## config.mk

```make
export PLATFORM = sky130hd
export DESIGN_NAME = ecp5pll_phase_ctrl
export DESIGN_NICKNAME = d
export VERILOG_FILES = /design/src/rtl/ecp5pll_phase_pkg.sv /design/src/rtl/sync_2ff.sv /design/src/rtl/ecp5pll_phase_ctrl.sv
export SDC_FILE = /design/constraint.sdc
export NUM_CORES = 1
export LEC_CHECK = 0
export ABC_AREA = 1
export ABC_CLOCK_PERIOD_IN_PS = 2200
export CAP_MARGIN = 5
export CORE_AREA = 2 2 80 82
export DETAILED_ROUTE_END_ITERATION = 8
export DIE_AREA = 0 0 82 84
export DONT_BUFFER_PORTS = 1
export GPL_ROUTABILITY_DRIVEN = 0
export GPL_TIMING_DRIVEN = 0
export PLACE_DENSITY = 0.8
export REMOVE_ABC_BUFFERS = 1
export SLEW_MARGIN = 5
export SYNTH_ARGS = -nofsm -noshare
export SYNTH_HDL_FRONTEND = slang
export SYNTH_SLANG_ARGS = --single-unit
export TNS_END_PERCENT = 10
```

## constraint.sdc

```tcl
create_clock -name clk_i -period 2.2 [get_ports clk_i]
set_clock_uncertainty 0.2 [all_clocks]
set_input_delay 0.22 -clock clk_i [delete_from_list [all_inputs] [get_ports clk_i]]
set_output_delay 0.22 -clock clk_i [all_outputs]
set_load 0.01 [all_outputs]
```

## src/rtl/ecp5pll_phase_pkg.sv

```systemverilog
// Shared types and helpers for the ECP5 PLL dynamic phase-shift sequencer.
package ecp5pll_phase_pkg;

  localparam int POS_W = 8;

  localparam logic [1:0] SEL_CLKOP  = 2'd0;
  localparam logic [1:0] SEL_CLKOS  = 2'd1;
  localparam logic [1:0] SEL_CLKOS2 = 2'd2;
  localparam logic [1:0] SEL_CLKOS3 = 2'd3;

  typedef enum logic [2:0] {
    ST_IDLE  = 3'd0,
    ST_SETUP = 3'd1,
    ST_PULSE = 3'd2,
    ST_GAP   = 3'd3,
    ST_DONE  = 3'd4
  } state_e;

  // One step of phase position; 9-bit intermediate so POS_MOD=256 wraps cleanly.
  function automatic logic [POS_W-1:0] pos_step(input logic [POS_W-1:0] p,
                                                input logic dir, input int modv);
    logic [POS_W:0] t;
    if (!dir) begin
      t = {1'b0, p} + 9'd1;
      if (t >= 9'(modv)) t = '0;
    end else begin
      t = (p == '0) ? 9'(modv - 1) : ({1'b0, p} - 9'd1);
    end
    return t[POS_W-1:0];
  endfunction

endpackage

```

## src/rtl/sync_2ff.sv

```systemverilog
// Two-flop synchroniser for a single asynchronous level signal.
module sync_2ff (
  input  logic clk_i,
  input  logic reset,
  input  logic d_i,
  output logic q_o
);
  logic s1_q, s2_q;

  always_ff @(posedge clk_i) begin
    if (reset) begin
      s1_q <= 1'b0;
      s2_q <= 1'b0;
    end else begin
      s1_q <= d_i;
      s2_q <= s1_q;
    end
  end

  assign q_o = s2_q;
endmodule

```

## src/rtl/ecp5pll_phase_ctrl.sv

```systemverilog
// Sequences PHASESTEP/PHASELOADREG pulses for the ECP5 PLL wrapper and tracks
// the accumulated phase position of each output.
module ecp5pll_phase_ctrl
  import ecp5pll_phase_pkg::*;
#(
  parameter int SETUP_CYC = 4,
  parameter int PULSE_CYC = 4,
  parameter int GAP_CYC   = 4,
  parameter int POS_MOD   = 64
) (
  input  logic        clk_i,
  input  logic        reset,
  input  logic        pll_locked_i,
  input  logic        req_valid,
  output logic        req_ready,
  input  logic [1:0]  req_sel,
  input  logic        req_dir,
  input  logic [7:0]  req_steps,
  input  logic        req_load,
  output logic        busy,
  output logic        done,
  output logic        err,
  output logic        locked_o,
  output logic [31:0] pos_o,
  output logic [1:0]  phasesel,
  output logic        phasedir,
  output logic        phasestep,
  output logic        phaseloadreg
);

  state_e                 state_q, state_d;
  logic [3:0]             cnt_q, cnt_d;
  logic [7:0]             rem_q, rem_d;
  logic [1:0]             sel_q, sel_d;
  logic                   dir_q, dir_d, load_q, load_d;
  logic                   err_q, err_d;
  logic [3:0][POS_W-1:0]  pos_q, pos_d;
  logic                   lock_lost;

  sync_2ff u_lock_sync (
    .clk_i (clk_i),
    .reset (reset),
    .d_i   (pll_locked_i),
    .q_o   (locked_o)
  );

  assign lock_lost = !locked_o && (state_q != ST_IDLE) && (state_q != ST_DONE);

  always_comb begin
    state_d = state_q;
    cnt_d   = cnt_q;
    rem_d   = rem_q;
    sel_d   = sel_q;
    dir_d   = dir_q;
    load_d  = load_q;
    pos_d   = pos_q;
    err_d   = 1'b0;
    // Abort wins even on the last pulse cycle, so a truncated pulse is never counted.
    if (lock_lost) begin
      state_d = ST_IDLE;
      cnt_d   = '0;
      err_d   = 1'b1;
    end else begin
      case (state_q)
        ST_IDLE: if (req_valid && req_ready) begin
          sel_d   = req_sel;
          dir_d   = req_dir;
          rem_d   = req_steps;
          load_d  = req_load;
          cnt_d   = '0;
          state_d = ST_SETUP;
        end
        ST_SETUP: if (cnt_q == 4'(SETUP_CYC - 1)) begin
          cnt_d   = '0;
          state_d = (rem_q == '0 && !load_q) ? ST_DONE : ST_PULSE;
        end else cnt_d = cnt_q + 4'd1;
        ST_PULSE: if (cnt_q == 4'(PULSE_CYC - 1)) begin
          cnt_d   = '0;
          state_d = ST_GAP;
          if (load_q) pos_d[sel_q] = '0;
          else begin
            pos_d[sel_q] = pos_step(pos_q[sel_q], dir_q, POS_MOD);
            rem_d        = rem_q - 8'd1;
          end
        end else cnt_d = cnt_q + 4'd1;
        ST_GAP: if (cnt_q == 4'(GAP_CYC - 1)) begin
          cnt_d   = '0;
          state_d = (rem_q != '0 && !load_q) ? ST_PULSE : ST_DONE;
        end else cnt_d = cnt_q + 4'd1;
        ST_DONE: state_d = ST_IDLE;
        default: state_d = ST_IDLE;
      endcase
    end
  end

  always_ff @(posedge clk_i) begin
    if (reset) begin
      state_q <= ST_IDLE;
      cnt_q   <= '0;
      rem_q   <= '0;
      sel_q   <= '0;
      dir_q   <= 1'b0;
      load_q  <= 1'b0;
      err_q   <= 1'b0;
      pos_q   <= '0;
    end else begin
      state_q <= state_d;
      cnt_q   <= cnt_d;
      rem_q   <= rem_d;
      sel_q   <= sel_d;
      dir_q   <= dir_d;
      load_q  <= load_d;
      err_q   <= err_d;
      pos_q   <= pos_d;
    end
  end

  assign req_ready    = (state_q == ST_IDLE) && locked_o;
  assign busy         = (state_q != ST_IDLE);
  assign done         = (state_q == ST_DONE);
  assign err          = err_q;
  assign pos_o        = pos_q;
  assign phasesel     = sel_q;
  assign phasedir     = dir_q;
  assign phasestep    = (state_q == ST_PULSE) && !load_q;
  assign phaseloadreg = (state_q == ST_PULSE) && load_q;

endmodule

```

-- Yosys cells after proc, flatten, opt, wreduce, memory -nomap -nowiden
Cells that the tools add are included.
- add/subtract/negate cells: 4
- order comparisons: 3
- equal/unequal tests: 11
- mux-type cells: 28
- bitwise gates (word level): 3
- reductions and logical operators: 25
- operators with widths (operator ; count):
    $mux 8 ; 12
    $and 32x32->32 ; 1
    $bwmux 32 ; 1
    $mux 32 ; 1
    $not 32->32 ; 1
    $mux 3 ; 6
    $bmux 8 s2 ; 1
    $demux 8 s2 ; 1
    $logic_not 8->1 ; 2
    $pmux 8 s2 ; 1
    $sub 8x1->8 const B ; 2
    $pmux 3 s4 ; 1
    $ne 2x2->1 const B ; 5
    $add 8x1->9 const B ; 1
    $ge 9x7->1 const B ; 1
    $logic_and 1x1->1 ; 9
    $mux 4 ; 2
    $pmux 4 s2 ; 1
    $reduce_bool 8->1 ; 1
    $eq 3x2->1 const B ; 2
    $reduce_and 3->1 ; 2
    $reduce_and 5->1 ; 1
    $add 4x1->4 const B ; 1
    $eq 4x2->1 const B ; 1
    other kinds (15) ; 17
- bits in registers: 54
- bits of input ports: 16
- output and inout port bits: 42
- logic and storage cells: 87

-- Longest topological paths before layout
- word-level depth: 12
- gate-level depth with buffers: 17
- mapped depth without buffers: 16

-- Modules after synthesis
A second synthesis with hierarchy kept.
- cells, all modules: 466
- area total of the unflattened synthesis: 3150.5 µm²
- by module, submodules not included (module ; times used ; cells an instance ; area each (µm²)):
    ecp5pll_phase_ctrl ; 1 ; 460 ; 3095.5
    sync_2ff ; 1 ; 6 ; 55.1

-- Least setup slack after synthesis
Ideal clock, no wire load.
- path type: reg2reg
- start: reg sel_q[0], in the netlist phasesel[0]
- end: reg pos_q, in the netlist pos_o[1]
- setup time: 0.132 ns
- arrival time: 1.992 ns
- required time: 1.868 ns
- setup slack: -0.124 ns
- cell stages (with the launch flop): 18
- buffers on the path: 3
- clock period less this slack: 2.324 ns
- cell sequence: dfxtp_1 -> buf_6 -> buf_6 -> nand2_1 -> nand2_1 -> nand2_1 -> nand2_1 -> ha_1 -> inv_1 -> nor2_2 -> nand3_1 -> nand2_1 -> nand2_1 -> nor2_1 -> nor2_4 -> buf_6 -> nand3_1 -> a21oi_1
- cells in the longest elaborated chain, start to end: 12
- elaborated cells on any way between the ends: 22
- classes of those cells: 2 x add/sub; 3 x order compare; 13 x mux; 2 x bitwise; 2 x reduce/logical
- ends and longest elaborated chain (what ; RTL line ; text):
    from (decl) ; ecp5pll_phase_ctrl.sv:34 ; logic [1:0] sel_q, sel_d;
    from (signal assigned) ; ecp5pll_phase_ctrl.sv:110 ; sel_q <= sel_d;
    $bmux 8 s2 ; ecp5pll_phase_ctrl.sv:82 ; pos_d[sel_q] = pos_step(pos_q[sel_q], dir_q, POS_MOD);
    $mux 8 (not written as such) ; ecp5pll_phase_ctrl.sv:82 ;
    $add 8x1->9 ; ecp5pll_phase_pkg.sv:24 ; t = {1'b0, p} + 9'd1;
    $ge 9x7->1 ; ecp5pll_phase_pkg.sv:25 ; if (t >= 9'(modv)) t = '0;
    $mux 8 ; ecp5pll_phase_pkg.sv:25 ;
    $mux 8 ; ecp5pll_phase_pkg.sv:23 ; if (!dir) begin
    $mux 8 ; ecp5pll_phase_ctrl.sv:80 ; if (load_q) pos_d[sel_q] = '0;
    $mux 8 ; ecp5pll_phase_ctrl.sv:77 ; ST_PULSE: if (cnt_q == 4'(PULSE_CYC - 1)) begin
    $mux 8 ; ecp5pll_phase_ctrl.sv:64 ; case (state_q)
    $mux 8 ; ecp5pll_phase_ctrl.sv:59 ; if (lock_lost) begin
    $bwmux 32 ; ecp5pll_phase_ctrl.sv:82 ;
    $mux 32 (*) ; ecp5pll_phase_ctrl.sv:80 ;
    to (signal assigned) ; ecp5pll_phase_ctrl.sv:114 ; pos_q <= pos_d;
    to (decl) ; ecp5pll_phase_ctrl.sv:37 ; logic [3:0][POS_W-1:0] pos_q, pos_d;
Mark *: on every way between the ends. The rest lies on a longest branch, timed or not. The select of a mux whose other input is x is not followed.
A chain may end at the register's enable or synchronous reset.

-- Worst setup path after layout
- start: reg sel_q[0], in the netlist phasesel[0]
- end: reg pos_q, in the netlist pos_o[23]
The elaborated chain is that of the path after synthesis.

==> flow_metrics.tcl <==
set metrics [dict create \
    cts_tree "yes" \
    synthArstFlopShare_pct 0 \
    synthCells 486 \
    worst_path_max_delay_cell "dfxtp_4" \
    grt_overflow 0 \
    rsz0062_at_grt "yes" \
    status "finished, violations left" \
    grt_pass1_vias 3497 \
    p_per_area_mw_per_mm2 519 \
    drv_slew 0 \
    p_leak_nw 1.75 \
    timing.hold.ws_ps -240 \
    drive_gt1_share_pct 35.4 \
    drtIter0Drc 425 \
    holdPathStages 1 \
    intPower_w 0.00151 \
    min_from "reset" \
    dpl.hpwl_mm 5.67 \
    firstDrtPassIters 5 \
    clock_latency_ps 320 \
    min_period_over_period_pct 114 \
    synth_enable_flop_cells 0 \
    drv_cap 0 \
    port_buffers 0 \
    finalWorstSetupSlack_ps -302 \
    synthFlopType "dfxtp_1" \
    ioPinCount 58 \
    hold_buffers 16 \
    grt_max_degree 41 \
    die_w_um 82 \
    worst_pin_slew_ps 637 \
    reg2reg_to "pos_o[23]" \
    cts_root_buf "clkbuf_8" \
    die_y_um 84 \
    areaGrowthSynthToFinish_pct 36.4 \
    final_util_pct 72.4 \
    grt_pass1_wl_mm 16.3 \
    p_clk_share_pct 26.0 \
    nNetsFinal 554 \
    p_seq_share_pct 48.4 \
    total_power_w 0.00229 \
    drcViolationCount 0 \
    violations "negative hold slack, negative setup slack" \
    wl_mm 12.4 \
    crit_arrival_ps 2550 \
    cp-start-kind "register" \
    worstRegToRegCells 13 \
    drtAntennaViolNets 0 \
    cp-end-kind "register" \
    cts_buffer_depth 2 \
    reg2reg_slack_ps -300 \
    slew_headroom_pct 57.5 \
    vias 3854 \
    hold_class "in -> reg" \
    synth_area_mm2 0.00323 \
    initial_utilization_pct 53.0 \
    setup_viol 32 \
    fill_cells 427 \
    finalCriticalPeriod_ps 2500 \
    timing.fmax_ghz 0.400 \
    crit_type "reg -> reg" \
    holdPathEnd "pos_o[15]" \
    num_rows 29 \
    critPathMaxFanout 8 \
    peakVddDrop_mv 0.556 \
    ys_types 31 \
    antenna_found_initial 0 \
    power_switching_w 0.000781 \
    grt_usage_pct 30.7 \
    cp_cell_sequence "nor2_8, buf_6, nand2_1, nand2_2, nor2_4, nand2_2, nor2_2, nand4_1, nand2_1, nand2_2, nor2_4, nand2_2, a21oi_2" \
    path_clk_slew_ps 110 \
    cts_made_buffers 5 \
    htree_levels 2 \
    syn_area_per_cell_um2 6.65 \
    die_area_mm2 0.00689 \
    wire_per_inst_um 20.3 \
    ys_warn_count 0 \
    vias_per_cell 6.31 \
    synth-seq-cells 54 \
    comb_power_share_pct 25.6 \
    antenna_cells 0 \
    r2r_start "phasesel[0]" \
    slowest_delay_ps 530 \
    core_area_mm2 0.00610 \
    cts.sinks 54 \
    p_sw_share_pct 34.1 \
    cp.required_ps 2250 \
    yosysSeqAreaShare_pct 33.4 \
    hold_violations 35 \
    crit_top_cell "nand2_2" \
]
-- sequential cells by signal, indices dropped and copies added (netlist names) --
register and flops:
u_lock_sync.s1_q 1, rem_q 8, state_q 3, pos_o 32
phasesel 2, phasedir 1, u_lock_sync.q_o 1, err 1
load_q 1, cnt_q 4
-- how the worst max path moves through the flow --
| stage | startpoint | endpoint | slack (ps) | depth (start not counted) |
|---|---|---|---|---|
| after CTS | phasesel[0] | pos_o[4] | -40 | 13 |
| after detailed placement | phasesel[1] | pos_o[18] | -1460 | 15 |
| after floorplan | phasesel[1] | pos_o[29] | -720 | 15 |
| after global placement | phasesel[1] | pos_o[25] | -1340 | 15 |
| final | phasesel[0] | pos_o[23] | -300 | 13 |
| after global routing | phasesel[0] | pos_o[23] | -400 | 13 |
-- per-stage QoR --
| step | cell area [um2] | setup slack (ps) | setup TNS (ps) | hold slack [ps] | cells |
|---|---|---|---|---|---|
| 5_1_grt | 4410 | -400 | -8300 | -245 | 611 |
| 3_5_place_dp | 3200 | -1460 | -43710 | 98.6 | 546 |
| 4_1_cts | 3940 | -44.5 | -517 | -233 | 600 |
| 6_report | 4410 | -302 | -5790 | -240 | 611 |
| 2_1_floorplan | 3100 | -719 | -21500 | 89.1 | 469 |
| 3_3_place_gp | 3200 | -1340 | -40370 | 96.8 | 546 |
-- cell families after synthesis --
group,Yosys count,synth area share (%)
xor+xnor,7,1.90
flops,54,33.4
fa+ha+maj,5,1.93
buf+inv,55,8.67
simple gates,287,41.4
compound gates,78,12.6
-- cells in the mapped netlist (5+ instances only) --
cell      number  area, um2
a21oi_1       48        240
a31oi_1        5       31.3
buf_6          8       90.1
clkbuf_1       6       22.5
dfxtp_1       54       1080
ha_1           5       62.6
inv_1         33        124
nand2_1      142        533
nand2_2        8       50.1
nand3_1       59        295
nand3_2        7       70.1
nor2_1        43        161
nor2_2         9       56.3
nor2_4         7       78.8
o21ai_0       20        100
-- layout make-up --
type | instances | area (um2) | area share, %
clock buffers | 7 | 86.3 | 1.96
clock inverters | 1 | 5.00 | 0.113
inverters | 38 | 163 | 3.69
multi-input cells | 378 | 2410 | 54.6
flip-flops and latches | 54 | 1090 | 24.7
well taps | 77 | 96.3 | 2.18
repair buffers | 56 | 563 | 12.8
-- critical path, delay by kind of cell (launching register included) --
kind | cells | cell delay [ps]
AND/OR/NAND/NOR | 11 | 1390
flip-flops | 1 | 530
buffers and inverters | 1 | 160
AO/OA/AOI/OAI | 1 | 150
-- repair_timing --
item	in CTS	in global routing
cloned	1	1
endpoints found under the setup margin	33	42
endpoints found under the hold margin	50	35
pin swaps	26	47
gates resized for setup	79	92
buffers inserted	29	10
-- layout by cell type (no fill, tap or decap), drive strengths merged --
cell type    count
a211oi           3
a21oi           49
a31oi            5
buf             38
clkbuf           9
clkinv           1
dfxtp           54
dlygate4sd3     16
ha               5
inv             38
nand2          151
nand3           66
nand4            3
nor2            61
nor3             3
nor4             3
o21ai           21
or2              1
xnor2            3
xor2             4
-- per-layer routing --
metal / vias to the layer above / track usage [%] / routed length (um)
li1: 1688 / - / -
met1: 1780 / 33.9 / 4330
met2: 285 / 50.8 / 5810
met3: 101 / 10.8 / 1400
met4: 0 / 15.9 / 883
met5: - / 0 / 0
-- power groups by stage --
stage               Sequential, W  Clock (W)  Combinational [W]
CTS                       0.00110   0.000586           0.000526
floorplan                 0.00111          0           0.000350
global route              0.00112   0.000624           0.000647
global placement          0.00113          0           0.000408
detailed placement        0.00113          0           0.000430
finish                    0.00111   0.000595           0.000587
No activity file was read; power rests on OpenSTA's default activity.
